### src/rtl/serial_regfile_engine.sv
// ---------------------------------------------------------------------------
// serial_regfile_engine
//
// Purpose:
//   Bit-serial register file with its own access sequencer. A single
//   valid/ready handshake either reads two registers (rs1/rs2) into parallel
//   output words, or writes one parallel word into rd. Storage moves LANE bits
//   per cycle, so an op takes N = XLEN/LANE shift cycles plus the done cycle.
//
// Parameters:
//   XLEN     - data word width
//   LANE     - bits moved per shift cycle, must divide XLEN
//   NUM_REGS - number of registers
//   SEL_W    - register-select width, derived from NUM_REGS
//
// Ports:
//   i_clk       clock
//   i_rst_n     synchronous active-low reset, clears storage and aborts ops
//   i_op_valid  op request
//   o_op_ready  engine idle, op accepted on edge where valid & ready
//   i_op_write  1 = write rd, 0 = read rs1/rs2
//   i_rs1_sel   read select 1
//   i_rs2_sel   read select 2
//   i_rd_sel    write select
//   i_wr_data   write word
//   o_rs1_data  read result 1, stable from done until the next read accept
//   o_rs2_data  read result 2, stable from done until the next read accept
//   o_done      one-cycle completion pulse
//
// Configuration macro:
//   RF_X0_ZERO_EN - when defined, register 0 is hard-wired to zero: it reads 0
//                   and writes to it are dropped (op timing is unchanged).
// ---------------------------------------------------------------------------
module serial_regfile_engine #(
    parameter int XLEN     = 32,
    parameter int LANE     = 2,
    parameter int NUM_REGS = 16,
    localparam int SEL_W   = $clog2(NUM_REGS)
) (
    input  logic             i_clk,
    input  logic             i_rst_n,
    input  logic             i_op_valid,
    output logic             o_op_ready,
    input  logic             i_op_write,
    input  logic [SEL_W-1:0] i_rs1_sel,
    input  logic [SEL_W-1:0] i_rs2_sel,
    input  logic [SEL_W-1:0] i_rd_sel,
    input  logic [XLEN-1:0]  i_wr_data,
    output logic [XLEN-1:0]  o_rs1_data,
    output logic [XLEN-1:0]  o_rs2_data,
    output logic             o_done
);

    localparam int N     = XLEN / LANE;
    localparam int CNT_W = $clog2(N) + 1;
    localparam logic [CNT_W-1:0] LAST_CNT = CNT_W'(N - 1);

`ifdef RF_X0_ZERO_EN
    localparam int FIRST_REG = 1;
`else
    localparam int FIRST_REG = 0;
`endif

    generate
        if (LANE < 1 || (XLEN % LANE) != 0) begin : g_lane_check
            $error("serial_regfile_engine: LANE (%0d) must divide XLEN (%0d)", LANE, XLEN);
        end
    endgenerate

    typedef enum logic [1:0] {
        S_IDLE,
        S_READ,
        S_WRITE
    } state_t;

    // Shift a lane into the top of a word while dropping its bottom lane.
    // Built from a wide concatenation so LANE == XLEN needs no special case.
    function automatic logic [XLEN-1:0] shiftIn(input logic [LANE-1:0] lane,
                                                input logic [XLEN-1:0] word);
        logic [XLEN+LANE-1:0] wide;
        wide = {lane, word} >> LANE;
        return wide[XLEN-1:0];
    endfunction

    state_t             r_state;
    state_t             w_next_state;
    logic [CNT_W-1:0]   r_cnt;
    logic [XLEN-1:0]    r_regs [NUM_REGS];
    logic [XLEN-1:0]    r_buf;
    logic [SEL_W-1:0]   r_rs1_sel;
    logic [SEL_W-1:0]   r_rs2_sel;
    logic [SEL_W-1:0]   r_rd_sel;
    logic [XLEN-1:0]    r_rs1_data;
    logic [XLEN-1:0]    r_rs2_data;
    logic               r_done;

    logic               w_op_ready;
    logic               w_accept;
    logic               w_shift;
    logic               w_last;
    logic               w_rs1_ok;
    logic               w_rs2_ok;
    logic               w_rd_ok;
    logic [LANE-1:0]    w_rs1_lane;
    logic [LANE-1:0]    w_rs2_lane;

    // Selects only go out of range when NUM_REGS is not a power of two, so
    // the range check exists only in that case.
    generate
        if (NUM_REGS == (1 << SEL_W)) begin : g_full_map
            assign w_rs1_ok = 1'b1;
            assign w_rs2_ok = 1'b1;
            assign w_rd_ok  = 1'b1;
        end else begin : g_part_map
            localparam logic [SEL_W:0] REGS_LIM = (SEL_W + 1)'(NUM_REGS);
            assign w_rs1_ok = ({1'b0, r_rs1_sel} < REGS_LIM);
            assign w_rs2_ok = ({1'b0, r_rs2_sel} < REGS_LIM);
            assign w_rd_ok  = ({1'b0, r_rd_sel}  < REGS_LIM);
        end
    endgenerate

    // State register.
    always_ff @(posedge i_clk) begin
        if (!i_rst_n) begin
            r_state <= S_IDLE;
        end else begin
            r_state <= w_next_state;
        end
    end

    // Next-state and control decode. The last shift cycle returns to IDLE so
    // the done cycle is also an idle cycle that can accept the next op.
    always_comb begin
        w_next_state = r_state;
        w_op_ready   = 1'b0;
        w_accept     = 1'b0;
        w_shift      = 1'b0;
        w_last       = 1'b0;
        case (r_state)
            S_IDLE: begin
                w_op_ready = 1'b1;
                if (i_op_valid) begin
                    w_accept     = 1'b1;
                    w_next_state = i_op_write ? S_WRITE : S_READ;
                end
            end
            S_READ, S_WRITE: begin
                w_shift = 1'b1;
                if (r_cnt == LAST_CNT) begin
                    w_last       = 1'b1;
                    w_next_state = S_IDLE;
                end
            end
            default: begin
                w_next_state = S_IDLE;
            end
        endcase
    end

    // Lanes currently at the bottom of the selected source registers;
    // out-of-range selects read as zero.
    always_comb begin
        w_rs1_lane = '0;
        w_rs2_lane = '0;
        if (w_rs1_ok) begin
            w_rs1_lane = r_regs[r_rs1_sel][LANE-1:0];
        end
        if (w_rs2_ok) begin
            w_rs2_lane = r_regs[r_rs2_sel][LANE-1:0];
        end
    end

    // Datapath. Every register rotates during any op so all of them realign
    // after N cycles; the write target instead takes lanes from the buffer.
    // With the zero-register option, register 0 is never updated after reset.
    always_ff @(posedge i_clk) begin
        if (!i_rst_n) begin
            for (int i = 0; i < NUM_REGS; i++) begin
                r_regs[i] <= '0;
            end
            r_buf      <= '0;
            r_rs1_sel  <= '0;
            r_rs2_sel  <= '0;
            r_rd_sel   <= '0;
            r_cnt      <= '0;
            r_rs1_data <= '0;
            r_rs2_data <= '0;
            r_done     <= 1'b0;
        end else begin
            r_done <= w_last;
            if (w_accept) begin
                r_rs1_sel <= i_rs1_sel;
                r_rs2_sel <= i_rs2_sel;
                r_rd_sel  <= i_rd_sel;
                r_buf     <= i_wr_data;
                r_cnt     <= '0;
            end
            if (w_shift) begin
                r_cnt <= w_last ? '0 : r_cnt + CNT_W'(1);
                r_buf <= r_buf >> LANE;
                for (int i = FIRST_REG; i < NUM_REGS; i++) begin
                    if (r_state == S_WRITE && w_rd_ok && r_rd_sel == SEL_W'(i)) begin
                        r_regs[i] <= shiftIn(r_buf[LANE-1:0], r_regs[i]);
                    end else begin
                        r_regs[i] <= shiftIn(r_regs[i][LANE-1:0], r_regs[i]);
                    end
                end
                if (r_state == S_READ) begin
                    r_rs1_data <= shiftIn(w_rs1_lane, r_rs1_data);
                    r_rs2_data <= shiftIn(w_rs2_lane, r_rs2_data);
                end
            end
        end
    end

    assign o_op_ready = w_op_ready;
    assign o_rs1_data = r_rs1_data;
    assign o_rs2_data = r_rs2_data;
    assign o_done     = r_done;

endmodule

### config.mk
export PLATFORM = sky130hd
export DESIGN_NAME = serial_regfile_engine
export DESIGN_NICKNAME = d
export VERILOG_FILES = /design/src/rtl/serial_regfile_engine.sv
export SDC_FILE = /design/constraint.sdc
export NUM_CORES = 1
export LEC_CHECK = 0
export CAP_MARGIN = 10
export CORE_MARGIN = 3
export CORE_UTILIZATION = 46
export CTS_CLUSTER_DIAMETER = 30
export CTS_CLUSTER_SIZE = 10
export DETAILED_ROUTE_END_ITERATION = 16
export PLACE_DENSITY_LB_ADDON = 0.15
export REMOVE_ABC_BUFFERS = 1
export SLEW_MARGIN = 25
export SYNTH_ARGS = -nofsm -noshare
export SYNTH_HDL_FRONTEND = slang
export SYNTH_SLANG_ARGS = --single-unit
### constraint.sdc
create_clock -name i_clk -period 18.7 [get_ports i_clk]
set_input_delay 4.675 -clock i_clk [delete_from_list [all_inputs] [get_ports i_clk]]
set_output_delay 4.675 -clock i_clk [all_outputs]
set_load 0.005 [all_outputs]
==> key figures, run 1 <==
Final layout
  • Post-Layout Cell Count: 2662
  • Nets: 1917
  • Number of fill cells: 4132
  • Antenna Cells: 0
  • Area Overhead vs Synth: 25.6%
  • Share of cells above drive strength 1: 0.124
  • Final core occ: 0.586

Detailed routing
  • Metal2 WL: 19.4 mm
  • WL met3: 2.75 mm
  • Highest routed layer: met5
  • Residual DRC count: 0
  • Final ANT Viol Nets: 0
  • Routed WL: 45.8 mm
  • Wl on met1: 22.5 mm
  • Drt pass-1 iters: 4
  • Iter 0 DRT Violations: 993
  • Routed length per instance: 17.2 um
  • Via count: 13800
  • Via density: 5.17

Critical path
  • Cell seen most often among critical-path stages: buf_4
  • Worst path buffer plus inverter count: 4
  • Type of the worst setup path: in2reg
  • Reg2Reg Launch Point: r_state[0]$_SDFFE_PN0P_
  • Worst path arrival time: 7.79 ns
  • Reg2reg end: r_regs[0][12]$_SDFFCE_PN0P_
  • R2R Setup Slk: 14.30 ns
  • Startpoint Class: primary input
  • Crit path max fanout: 186
  • Critical-path cell list: buf_8, nand2b_4, buf_4, buf_12, buf_4
  • Worst Setup SP: i_rst_n
  • Reg2reg path depth: 6
  • Required @ worst endpoint: 19.00 ns
  • CP max stage delay: 0.77 ns
  • Critical path's top delay family: buffers and inverters
  • Crit end category: register
  • Critical path's slowest cell: buf_4

Synth
  • Top cells by count, synth: edfxtp_1 (512), and3_1 (302), and2_1 (214), mux2i_1 (133), dfxtp_1 (116)
  • Synth Flop Type: edfxtp_1
  • EDFF count, synth: 512
  • Largest area contributor in the netlist: edfxtp_1
  • Sequential share of the synthesized area: 0.719
  • Top-area cell type share of the netlist area: 0.624
  • Largest cells by area after synthesis: edfxtp_1 (62%), dfxtp_1 (9.4%), and3_1 (7.7%), and2_1 (5.4%), mux2i_1 (5.4%)
  • Post-synth ARST share: 0
  • Synthesized area: 0.0246 mm2
  • Mapped Cells: 1733
  • Post-synth cell types: 33
  • Most common cell in the netlist: edfxtp_1
  • YS warnings: 0
  • Syn_area_per_cell: 14.2 um2
  • Synth Register Bits: 628

GRT
  • Vias in the first global route: 13500
  • Overall routing resource usage: 0.164
  • Initial antenna violation count: 2
  • First-pass GRT wire length: 73.6 mm
  • Total gr overflow: 0
  • Largest net degree at the start of global routing: 187

Status
  • Run status: complete, no violations

Die
  • Die Span X: 237 um
  • Core ar.: 0.0528 mm2
  • Starting Density: 0.467
  • # IOs: 114
  • Die Span Y: 237 um
  • Die area: 0.0563 mm2
  • Row cnt: 84

Clock tree
  • TritonCTS clock tree: done
  • Cts repair resizes: 0
  • Setup Fix Bufs, Post-CTS: 0
  • Clk slew on worst S/H paths: 0.04 ns
  • Hold_buf cts: 0
  • Clock root cell: clkbuf_16
  • Worst-Skew Late Latency: 0.69 ns
  • H-tree levels: 4
  • Clk buf depth: 3
  • CTS Buf Count: 132
  • CTS sink cnt: 628

Flow run
  • MaxCap Viol Count: 0

Placed design
  • Worst slack at placement: 10.45 ns
  • Post-DP HPWL: 24.3 mm
  • I/O Buffers: 113
  • Dpl cells: 2418
  • Routability cong.: 0.829

STA
  • Slew HR: 0.293
  • Minimum clock period after layout: 7.49 ns
  • Final hold vios: 0
  • Clk_skew: 0.0190 ns
  • RSZ-0062 raised after global routing: no
  • Setup TNS Final: 0 ns
  • Achievable Freq: 134 MHz
  • Worst Tran Pin Value: 1.06 ns
  • Final Setup Violations: 0
  • Final period util: 0.400
  • Max Slew Vio Count: 0
  • Post-route setup slack: 11.21 ns

Power
  • Lkg Pwr: 12.4 nW
  • Pwr/cell area: 142 mW/mm2
  • PnR Total Power: 4.38 mW
  • Peak supply drop: 0.0989 mV

Hold path
  • Hold Path Sink: r_cnt[4]$_SDFFE_PN0P_
  • Hold Crit Class: reg2reg
  • Hold depth: 2
  • Hold Path Origin: r_cnt[4]$_SDFFE_PN0P_
-- state kept, by name (all words and copies together) (netlist names) --
| register | count |
|---|---|
| o_done | 1 |
| r_state | 2 |
| r_rs1_sel | 4 |
| r_cnt | 5 |
| r_rs2_sel | 4 |
| r_rd_sel | 4 |
| r_regs | 512 |
| r_buf | 32 |
| o_rs2_data | 32 |
| o_rs1_data | 32 |
-- metrics by stage --
step | area, um2 | hold WS, ns
2_1_floorplan | 24100 | 0.424
3_3_place_gp | 26200 | 0.438
3_5_place_dp | 26200 | 0.448
4_1_cts | 30900 | 0.453
5_1_grt | 30900 | 0.477
6_report | 30900 | 0.453
-- worst reg2reg max path: cells and delay by family (launching register included) --
kind / cells / cell delay, ns
AND/OR/NAND/NOR: 1 / 0.49
adder cells (fa/ha/maj): 1 / 0.58
buffers and inverters: 4 / 2.47
flip-flops: 1 / 0.41
-- worst max path at each step --
stage,to,depth (start not counted)
floorplan,r_regs[0][0]$_SDFFCE_PN0P_,1
global placement,r_regs[0][22]$_SDFFCE_PN0P_,5
detailed placement,r_regs[0][16]$_SDFFCE_PN0P_,5
CTS,r_regs[1][22]$_SDFFCE_PN0P_,5
global route,r_regs[0][12]$_SDFFCE_PN0P_,5
finish,r_regs[0][12]$_SDFFCE_PN0P_,5
-- layout make-up --
cell class                      count  area [um2]  share of cell area
Timing Repair Buffer              127        1280              0.0416
Multi-Input combinational cell    972        6410               0.207
Clock buffer                      159        3550               0.115
Inverter                            3        11.3            0.000364
Clock inverter                     85        1100              0.0357
Tap cell                          688         861              0.0278
Sequential cell                   628       17700               0.572
-- metal layers --
layer  up-vias  global-route usage
met4         4              0.0691
met3        95              0.0565
met2       315               0.227
li1       6594                   -
met5         -                   0
met1      6759               0.236
-- logic make-up (layout without fill, tap and decap cells) --
group,after synthesis,after routing,synth area share
compound gates,92,92,0.0215
fa+ha+maj,5,5,0.00254
simple gates,730,730,0.175
flops,628,628,0.719
mux,145,145,0.0596
buf+inv,133,374,0.0224
-- cells in the final DEF (no fill, tap or decap), types with 12 or more instances in the layout --
cell	netlist	final
edfxtp_1	512	512
and3_1	302	302
and2_1	214	213
clkbuf_16	0	137
mux2i_1	133	133
dfxtp_1	116	116
clkdlybuf4s50_1	0	112
nand2_1	81	81
nor2b_1	69	69
o21ai_0	43	43
clkinv_2	0	25
bufinv_16	0	24
nand3_1	21	21
nor2_1	19	19
a21oi_1	19	19
clkbuf_1	105	18
a21boi_0	15	15
clkinv_1	0	15
mux2_2	12	12
-- report_power, final --
group | switching [mW] | total, mW | internal (mW) | leakage (nW)
registers | 0.0544 | 1.75 | 1.69 | 6.34
logic | 0.146 | 0.228 | 0.0816 | 3.81
clock network | 0.730 | 2.41 | 1.68 | 2.26
total | 0.931 | 4.38 | 3.45 | 12.4
Note: power is estimated with default switching activity, not from simulation.
==> run 2: changes to the inputs <==
Clock period 18.7 ns to 7.7 ns, I/O delays scaled along.
==> run 2 against run 1 <==
  * Global-route usage shrank 0.27 points
  * Hold slack worse by 0.0051 ns
  * Largest power group unchanged
  * Cell count is 0.56% lower
  * Highest routed layer unchanged
  * Non-clock buffer count rose by 1
  * Flip-flop and latch count unchanged
==> key figures, run 2 (synthesis gave the netlist of run 1 again) <==
Status
  • Run status: complete, no violations

Power
  • P_int: 8.18 mW
  • Lkg Pwr: 12.3 nW
  • PnR Total Power: 10.4 mW
  • Comb power frac: 0.054
  • Sequential share of power: 0.407
  • Clock power share: 0.538
  • Peak supply drop: 0.221 mV
  • Switching power: 2.23 mW
  • Pwr/cell area: 338 mW/mm2
  • Sw frac: 0.214

Clock tree
  • Worst-Skew Late Latency: 0.65 ns
  • Clk slew on worst S/H paths: 0.05 ns
  • CTS sink cnt: 628
  • Hold_buf cts: 0
  • H-tree levels: 3
  • Setup Fix Bufs, Post-CTS: 0
  • Cts repair resizes: 0
  • TritonCTS clock tree: done
  • Clock root cell: clkbuf_16
  • CTS Buf Count: 120
  • Clk buf depth: 3

Critical path
  • Crit end category: output pin
  • Type of the worst setup path: reg2out
  • Reg2Reg Launch Point: r_state[0]$_SDFFE_PN0P_
  • Worst path arrival time: 1.82 ns
  • Crit path max fanout: 4
  • R2R Setup Slk: 4.30 ns
  • Startpoint Class: register
  • Reg2reg end: r_regs[14][31]$_SDFFCE_PN0P_
  • Reg2reg path depth: 6
  • Required @ worst endpoint: 5.78 ns

Detailed routing
  • Drt pass-1 iters: 5
  • Final ANT Viol Nets: 0
  • Via count: 13700
  • Iter 0 DRT Violations: 1056
  • Routed length per instance: 17.0 um
  • Residual DRC count: 0
  • Via density: 5.19
  • Routed WL: 45.1 mm

STA
  • Slew HR: 0.333
  • Clk_skew: 0.0249 ns
  • Minimum clock period after layout: 3.75 ns
  • Final period util: 0.486
  • Worst Tran Pin Value: 0.999 ns
  • Final hold vios: 0
  • Setup TNS Final: 0 ns
  • RSZ-0062 raised after global routing: no
  • Achievable Freq: 267 MHz
  • Max Slew Vio Count: 0
  • Final Setup Violations: 0
  • Post-route setup slack: 3.95 ns

GRT
  • Vias in the first global route: 13600
  • Largest net degree at the start of global routing: 299
  • First-pass GRT wire length: 73.6 mm
  • Overall routing resource usage: 0.161
  • Total gr overflow: 0
  • Initial antenna violation count: 6

Final layout
  • Post-Layout Cell Count: 2647
  • Biggest register: r_regs
  • Most common cell after layout, fill and taps aside: edfxtp_1
  • Number of fill cells: 4098
  • Multi-input combinational cell area: 0.00641 mm2
  • Nets: 1906
  • Final core occ: 0.583
  • Max reg flops: 512
  • Most frequent cells in the layout: edfxtp_1 (512), and3_1 (302), and2_1 (213)
  • Area Overhead vs Synth: 24.9%
  • Share of cells above drive strength 1: 0.125
  • Register area: 0.0177 mm2

Die
  • Die area: 0.0563 mm2
  • # IOs: 114
  • Die Span Y: 237 um
  • Die Span X: 237 um
  • Core ar.: 0.0528 mm2
  • Row cnt: 84
  • Starting Density: 0.467

Hold path
  • Hold Crit Class: reg2reg
  • Hold Path Origin: r_cnt[4]$_SDFFE_PN0P_
  • Hold depth: 2
  • Hold Path Sink: r_cnt[4]$_SDFFE_PN0P_

Placed design
  • I/O Buffers: 113
  • Dpl cells: 2416
  • Post-DP HPWL: 23.5 mm
  • Worst slack at placement: 3.68 ns
  • Routability cong.: 0.900

Flow run
  • MaxCap Viol Count: 0
[run 2: worst max-delay path, stage by stage, from the launching register on]
cell and delay [ns]:
dfxtp_1 0.42, inv_1 0.13, ha_4 0.19, clkdlybuf4s50_1 0.45
[run 2: power groups by stage]
stage                     logic (mW)  clock network, mW  registers (mW)
after global routing           0.637               5.90            4.27
final                          0.564               5.60            4.24
after floorplan                0.373                  0            4.41
after CTS                      0.566               5.71            4.24
after global placement         0.551                  0            4.29
after detailed placement       0.561                  0            4.30
[run 2: through the flow]
stage	hold slack (ns)	instance area [um2]
6_report	0.448	30800
3_3_place_gp	0.439	26200
4_1_cts	0.451	30700
3_5_place_dp	0.443	26300
5_1_grt	0.487	30800
2_1_floorplan	0.424	24100
[run 2: layout make-up]
| type | instances | share of cell area |
|---|---|---|
| Antenna cell | 1 | 0.0000814 |
| Clock buffer | 136 | 0.102 |
| Clock inverter | 91 | 0.0411 |
| Inverter | 3 | 0.000366 |
| Multi-Input combinational cell | 972 | 0.208 |
| Sequential cell | 628 | 0.575 |
| Tap cell | 688 | 0.0280 |
| Timing Repair Buffer | 128 | 0.0448 |
[run 2: worst max path at each step]
stage | cells after the start | to | start | slack [ns]
after floorplan | 3 | r_regs[0][0]$_SDFFCE_PN0P_ | r_state[0]$_SDFFE_PN0P_ | -9.38
after global placement | 6 | r_buf[29]$_SDFFE_PN0P_ | i_op_valid | 3.72
after detailed placement | 6 | r_buf[12]$_SDFFE_PN0P_ | i_op_valid | 3.68
after CTS | 3 | o_op_ready | r_state[0]$_SDFFE_PN0P_ | 3.90
after global routing | 3 | o_op_ready | r_state[0]$_SDFFE_PN0P_ | 3.88
final | 3 | o_op_ready | r_state[0]$_SDFFE_PN0P_ | 3.95
[run 2: per-layer routing]
layer,routed length (um),vias up,GRT usage
li1,-,6587,-
met1,22400,6720,0.244
met2,18900,327,0.218
met3,2680,91,0.0484
met4,1030,10,0.0634
met5,68,-,0
==> run 3: changes to the inputs <==
Clock period 7.7 ns to 3.17 ns, I/O delays scaled along.
==> run 3 against run 2 <==
  * Cell count is 0.45% higher
  * Power is 140% higher
  * Combinational power up 150%
  * Design area is 0.14% higher
  * Sequential share of layout area decreased by 0.080 points
  * Via count is 0.36% higher
  * Die area unchanged
  * Critical endpoint unchanged
  * Highest routed layer unchanged
==> key figures, run 3 (synthesis gave the netlist of run 1 again) <==
Status
  • Run status: complete, no violations

Critical path
  • Startpoint Class: register
  • CP max stage delay: 0.45 ns
  • R2R Setup Slk: 0.88 ns
  • Worst path arrival time: 1.79 ns
  • Crit end category: output pin
  • Reg2reg path depth: 6
  • Critical path's slowest cell: clkdlybuf4s50_1
  • Crit path max fanout: 4
  • Type of the worst setup path: reg2out
  • Critical-path cell list: inv_1, ha_4, clkdlybuf4s50_1
  • Required @ worst endpoint: 2.38 ns

Power
  • Peak supply drop: 0.447 mV
  • Lkg Pwr: 12.3 nW
  • Pwr/cell area: 812 mW/mm2

Placed design
  • Worst slack at placement: 0.787 ns
  • Post-DP HPWL: 24.3 mm
  • Dpl cells: 2431
  • I/O Buffers: 113
  • Routability cong.: 0.873

STA
  • Setup TNS Final: 0 ns
  • Final hold vios: 0
  • Final Setup Violations: 0
  • Worst Tran Pin Value: 0.993 ns
  • Final period util: 0.814
  • Max Slew Vio Count: 0
  • RSZ-0062 raised after global routing: no
  • Slew HR: 0.337
  • Post-route setup slack: 0.588 ns
  • Achievable Freq: 387 MHz
  • Clk_skew: 0.0232 ns
  • Minimum clock period after layout: 2.58 ns

Clock tree
  • Cts repair resizes: 0
  • Clk buf depth: 3
  • CTS Buf Count: 121
  • Setup Fix Bufs, Post-CTS: 0
  • Clock root cell: clkbuf_16
  • CTS sink cnt: 628
  • Worst-Skew Late Latency: 0.64 ns
  • Clk slew on worst S/H paths: 0.04 ns
  • TritonCTS clock tree: done
  • H-tree levels: 3
  • Hold_buf cts: 0

Final layout
  • Post-Layout Cell Count: 2659
  • Most common cell after layout, fill and taps aside: edfxtp_1
  • Final core occ: 0.584
  • Antenna Cells: 0
  • Area Overhead vs Synth: 25.1%
  • Share of cells above drive strength 1: 0.125
  • Nets: 1919
  • Most frequent cells in the layout: edfxtp_1 (512), and3_1 (302), and2_1 (213)
  • Biggest register: r_regs
  • Max reg flops: 512
  • Number of fill cells: 4219

Detailed routing
  • Iter 0 DRT Violations: 905
  • Routed length per instance: 17.1 um
  • Residual DRC count: 0
  • Final ANT Viol Nets: 0
  • Drt pass-1 iters: 5
  • Via count: 13800
  • Routed WL: 45.6 mm
  • Via density: 5.18

GRT
  • Total gr overflow: 0
  • Overall routing resource usage: 0.161
  • First-pass GRT wire length: 74.0 mm
  • Largest net degree at the start of global routing: 193
  • Vias in the first global route: 13700
  • Initial antenna violation count: 2

Die
  • Row cnt: 84
  • Die Span X: 237 um
  • Die area: 0.0563 mm2
  • Die Span Y: 237 um
  • # IOs: 114
  • Core ar.: 0.0528 mm2
  • Starting Density: 0.467

Flow run
  • MaxCap Viol Count: 0

Hold path
  • Hold depth: 2
  • Hold Crit Class: reg2reg
==> run 3: final timing paths <==
kind / start / endpoint
max: r_state[0]$_SDFFE_PN0P_ / o_op_ready
min: r_buf[31]$_SDFFE_PP0P_ / r_buf[31]$_SDFFE_PP0P_
max reg2reg: r_state[0]$_SDFFE_PN0P_ / r_state[0]$_SDFFE_PN0P_
min reg2reg: r_buf[31]$_SDFFE_PP0P_ / r_buf[31]$_SDFFE_PP0P_
==> run 3: layer usage <==
metal,up-vias,GRT usage,routed length (um)
li1,6605,-,-
met1,6731,0.241,22400
met2,355,0.221,19000
met3,89,0.0462,3010
met4,4,0.0666,1120
met5,-,0,25
==> run 3: layout make-up <==
| class | instances | area [um2] | share of cell area |
|---|---|---|---|
| well taps | 688 | 861 | 0.0280 |
| clock buffers | 146 | 3270 | 0.106 |
| clock inverters | 82 | 1050 | 0.0342 |
| repair buffers | 140 | 1500 | 0.0488 |
| multi-input cells | 972 | 6410 | 0.208 |
| inverters | 3 | 11.3 | 0.000366 |
| flip-flops and latches | 628 | 17700 | 0.575 |
==> run 3: worst max-delay path, delay by kind of cell, from the launching register on <==
kind       cells  cell delay, ns
flops          1            0.41
fa+ha+maj      1            0.19
buf+inv        2            0.57
==> run 3: power by group <==
group,switching [mW],internal (mW)
combinational,0.872,0.539
sequential,0.321,9.98
clock,4.19,9.09
total,5.39,19.6
==> run 3: metrics by stage <==
step | hold WS, ns | power (mW) | area [um2]
after floorplan | 0.424 | 11.6 | 24100
after global placement | 0.443 | 11.8 | 26500
after detailed placement | 0.452 | 11.9 | 26500
after CTS | 0.458 | 25.3 | 30800
after global routing | 0.500 | 25.9 | 30800
final | 0.457 | 25.0 | 30800
==> variant: new RTL, flow settings as in run 1 <==
Change the parameter `NUM_REGS` from 16 to 32.
--- a/src/rtl/serial_regfile_engine.sv
+++ b/src/rtl/serial_regfile_engine.sv
@@ -34,7 +34,7 @@
 module serial_regfile_engine #(
     parameter int XLEN     = 32,
     parameter int LANE     = 2,
-    parameter int NUM_REGS = 16,
+    parameter int NUM_REGS = 32,
     localparam int SEL_W   = $clog2(NUM_REGS)
 ) (
     input  logic             i_clk,
Ports: changed (resized i_rd_sel, i_rs1_sel and i_rs2_sel); port bits go from 114 to 117. No check against the original RTL was run, so the function may have changed too.
==> variant against run 1 <==
  * Worst setup slack got worse by 0.29 ns
  * Synthesized cell count rose by 71%
  * Critical path depth did not move
  * Hold slack improved by 0.0060 ns
  * Power rose by 72%
  * Area after synthesis rose by 81%
  * Die area rose by 79%
  * Sequential share of layout area rose by 3.9 points
  * Sequential cell count rose by 515
  * Cell area rose by 75%
  * Routed wire length rose by 77%
  * Maximum frequency fell by 3.7%
  * Clock power rose by 62%
  * Critical endpoint is now r_regs[29][17]
  * Largest power group unchanged
==> variant: results (changes against run 1) <==
- Post-synthesis cell type count: 39 (+18%)
- H-Tree Depth: 4 (unchanged)
- Largest vdd supply drop: 0.00008803 V (-11%)
- Pwr dens: 139.4 nW/um2 (-1.7%)
- Root buffer cell: clkbuf_16
- Largest net degree at the start of global routing: 321 (+72%)
- DR vias/cell: 5.204 (+0.63%)
- Reg clk slew, reported paths: 0.04 ns (about the same)
- Total combinational power: 0.000410 W (+80%)
- Slew HR: 0.1927 (-0.1004)
- Hold crit path type: flop to flop
- Post-synth EDFFs: 1,024 (+100%)
- FFs w/ async S/R, synth: 0 (unchanged)
- CP arrival: 8.14 ns (+0.35 ns)
- Status: complete, no violations
- Total setup buffers inserted after CTS: 0 (unchanged)
- Initial antenna violation count: 3 (+1)
- Final Skew: 0.03261 ns (+0.01359 ns)
- Fillers: 7,493 (+81%)
- Share of the synthesized area in the top cell type: 0.6903 (+0.06577)
- Seq/Total Area, Yosys: 0.7437 (+0.02493)
- Gr usage total: 0.1621 (-0.001703)
- Placed cell area: 46,600 um2 (+78%)
- Clock latency on the worst-skew pair: 0.77 ns (+0.08 ns)
- Post-cts sizing count: 0 (unchanged)
- Iteration-0 DRC Markers: 2,143 (+120%)
- Sw Share: 0.2246 (+0.01229)
- Routability cong.: 0.8300 (+0.14%)
- Pleak: 21.82 nW (+76%)
- IO buf count: 116 (+2.7%)
- Clock power share: 0.517 (-0.032)
- Max reg flops: 1,024 (+100%)
- Synth warn: 0 (unchanged)
- Reg with most FFs: r_regs
- DR WL/cell: 17.82 um (+3.6%)
- Layout cells sized above 1: 0.1191 (-0.004487)
- NumNets Final: 3,145 (+64%)
- # diodes: 0 (unchanged)
- CTS Buf Count: 212 (+61%)
- Drt first pass iters: 5 (+1)
- Top cells by count, synth: edfxtp_1 (1,024), and3_1 (541), and2_1 (458), clkbuf_1 (212), mux2i_1 (188)
- CP Max Fanout: 183 (-1.6%)
- Vias in the first global route: 23.56k (+75%)
- Final HPWL DP: 42.30 mm (+74%)
- First-pass GRT wire length: 129.7 mm (+76%)
- Synth top area cells: edfxtp_1 (69%), and3_1 (7.6%), and2_1 (6.4%)
==> variant: metrics by stage <==
step | util | setup slack [ns] | instances
after floorplan | - | -12.00 | 2730
after detailed placement | 0.4876 | 9.882 | 4137
final | 0.5671 | 10.92 | 4539
after CTS | 0.5661 | 10.70 | 4536
after global placement | 0.4876 | 10.01 | 4137
after global routing | 0.5671 | 10.49 | 4539
==> variant: logic make-up (layout without fill, tap and decap cells) <==
| group | Yosys count | count (layout) | synth area share |
|---|---|---|---|
| and+or+nand+nor | 1228 | 1228 | 0.1652 |
| buffers and inverters | 237 | 550 | 0.02210 |
| muxes | 216 | 216 | 0.04932 |
| AOI/OAI and AO/OA | 132 | 132 | 0.01826 |
| adders and majority gates | 5 | 5 | 0.001404 |
| DFF | 1143 | 1143 | 0.7437 |
==> variant: per-layer routing <==
metal,share of wire,vias to the layer above,global-route usage
li1,-,11170,-
met1,0.49,11740,0.2467
met4,0.028,0,0.06617
met3,0.055,162,0.03904
met2,0.43,547,0.2229
met5,0,-,0
==> variant: path summary, 6_finish.rpt <==
check	from	slack (ns)	endpoint	depth (start not counted)
worst max register to register	r_state[0]	13.63	r_regs[29][17]	6
worst min register to register	r_buf[31]	0.46	r_buf[31]	2
worst max-delay path	i_rst_n	10.92	r_regs[29][17]	5
worst min-delay path	r_buf[31]	0.46	r_buf[31]	2
==> variant: layout make-up <==
class                           count  area, um2  share of cell area
Sequential cell                  1143      33130              0.6113
Multi-Input combinational cell   1581      10470              0.1931
Clock buffer                      246       5567              0.1027
Clock inverter                    153       1939             0.03578
Tap cell                         1265       1583             0.02920
Timing Repair Buffer              145       1493             0.02754
Inverter                            6      22.52           0.0004155
==> variant: critical path, stage by stage <==
cell      delay (ns)
buf_8           0.21
nand2b_4        0.59
buf_4           0.85
buf_12          0.69
buf_4           0.83
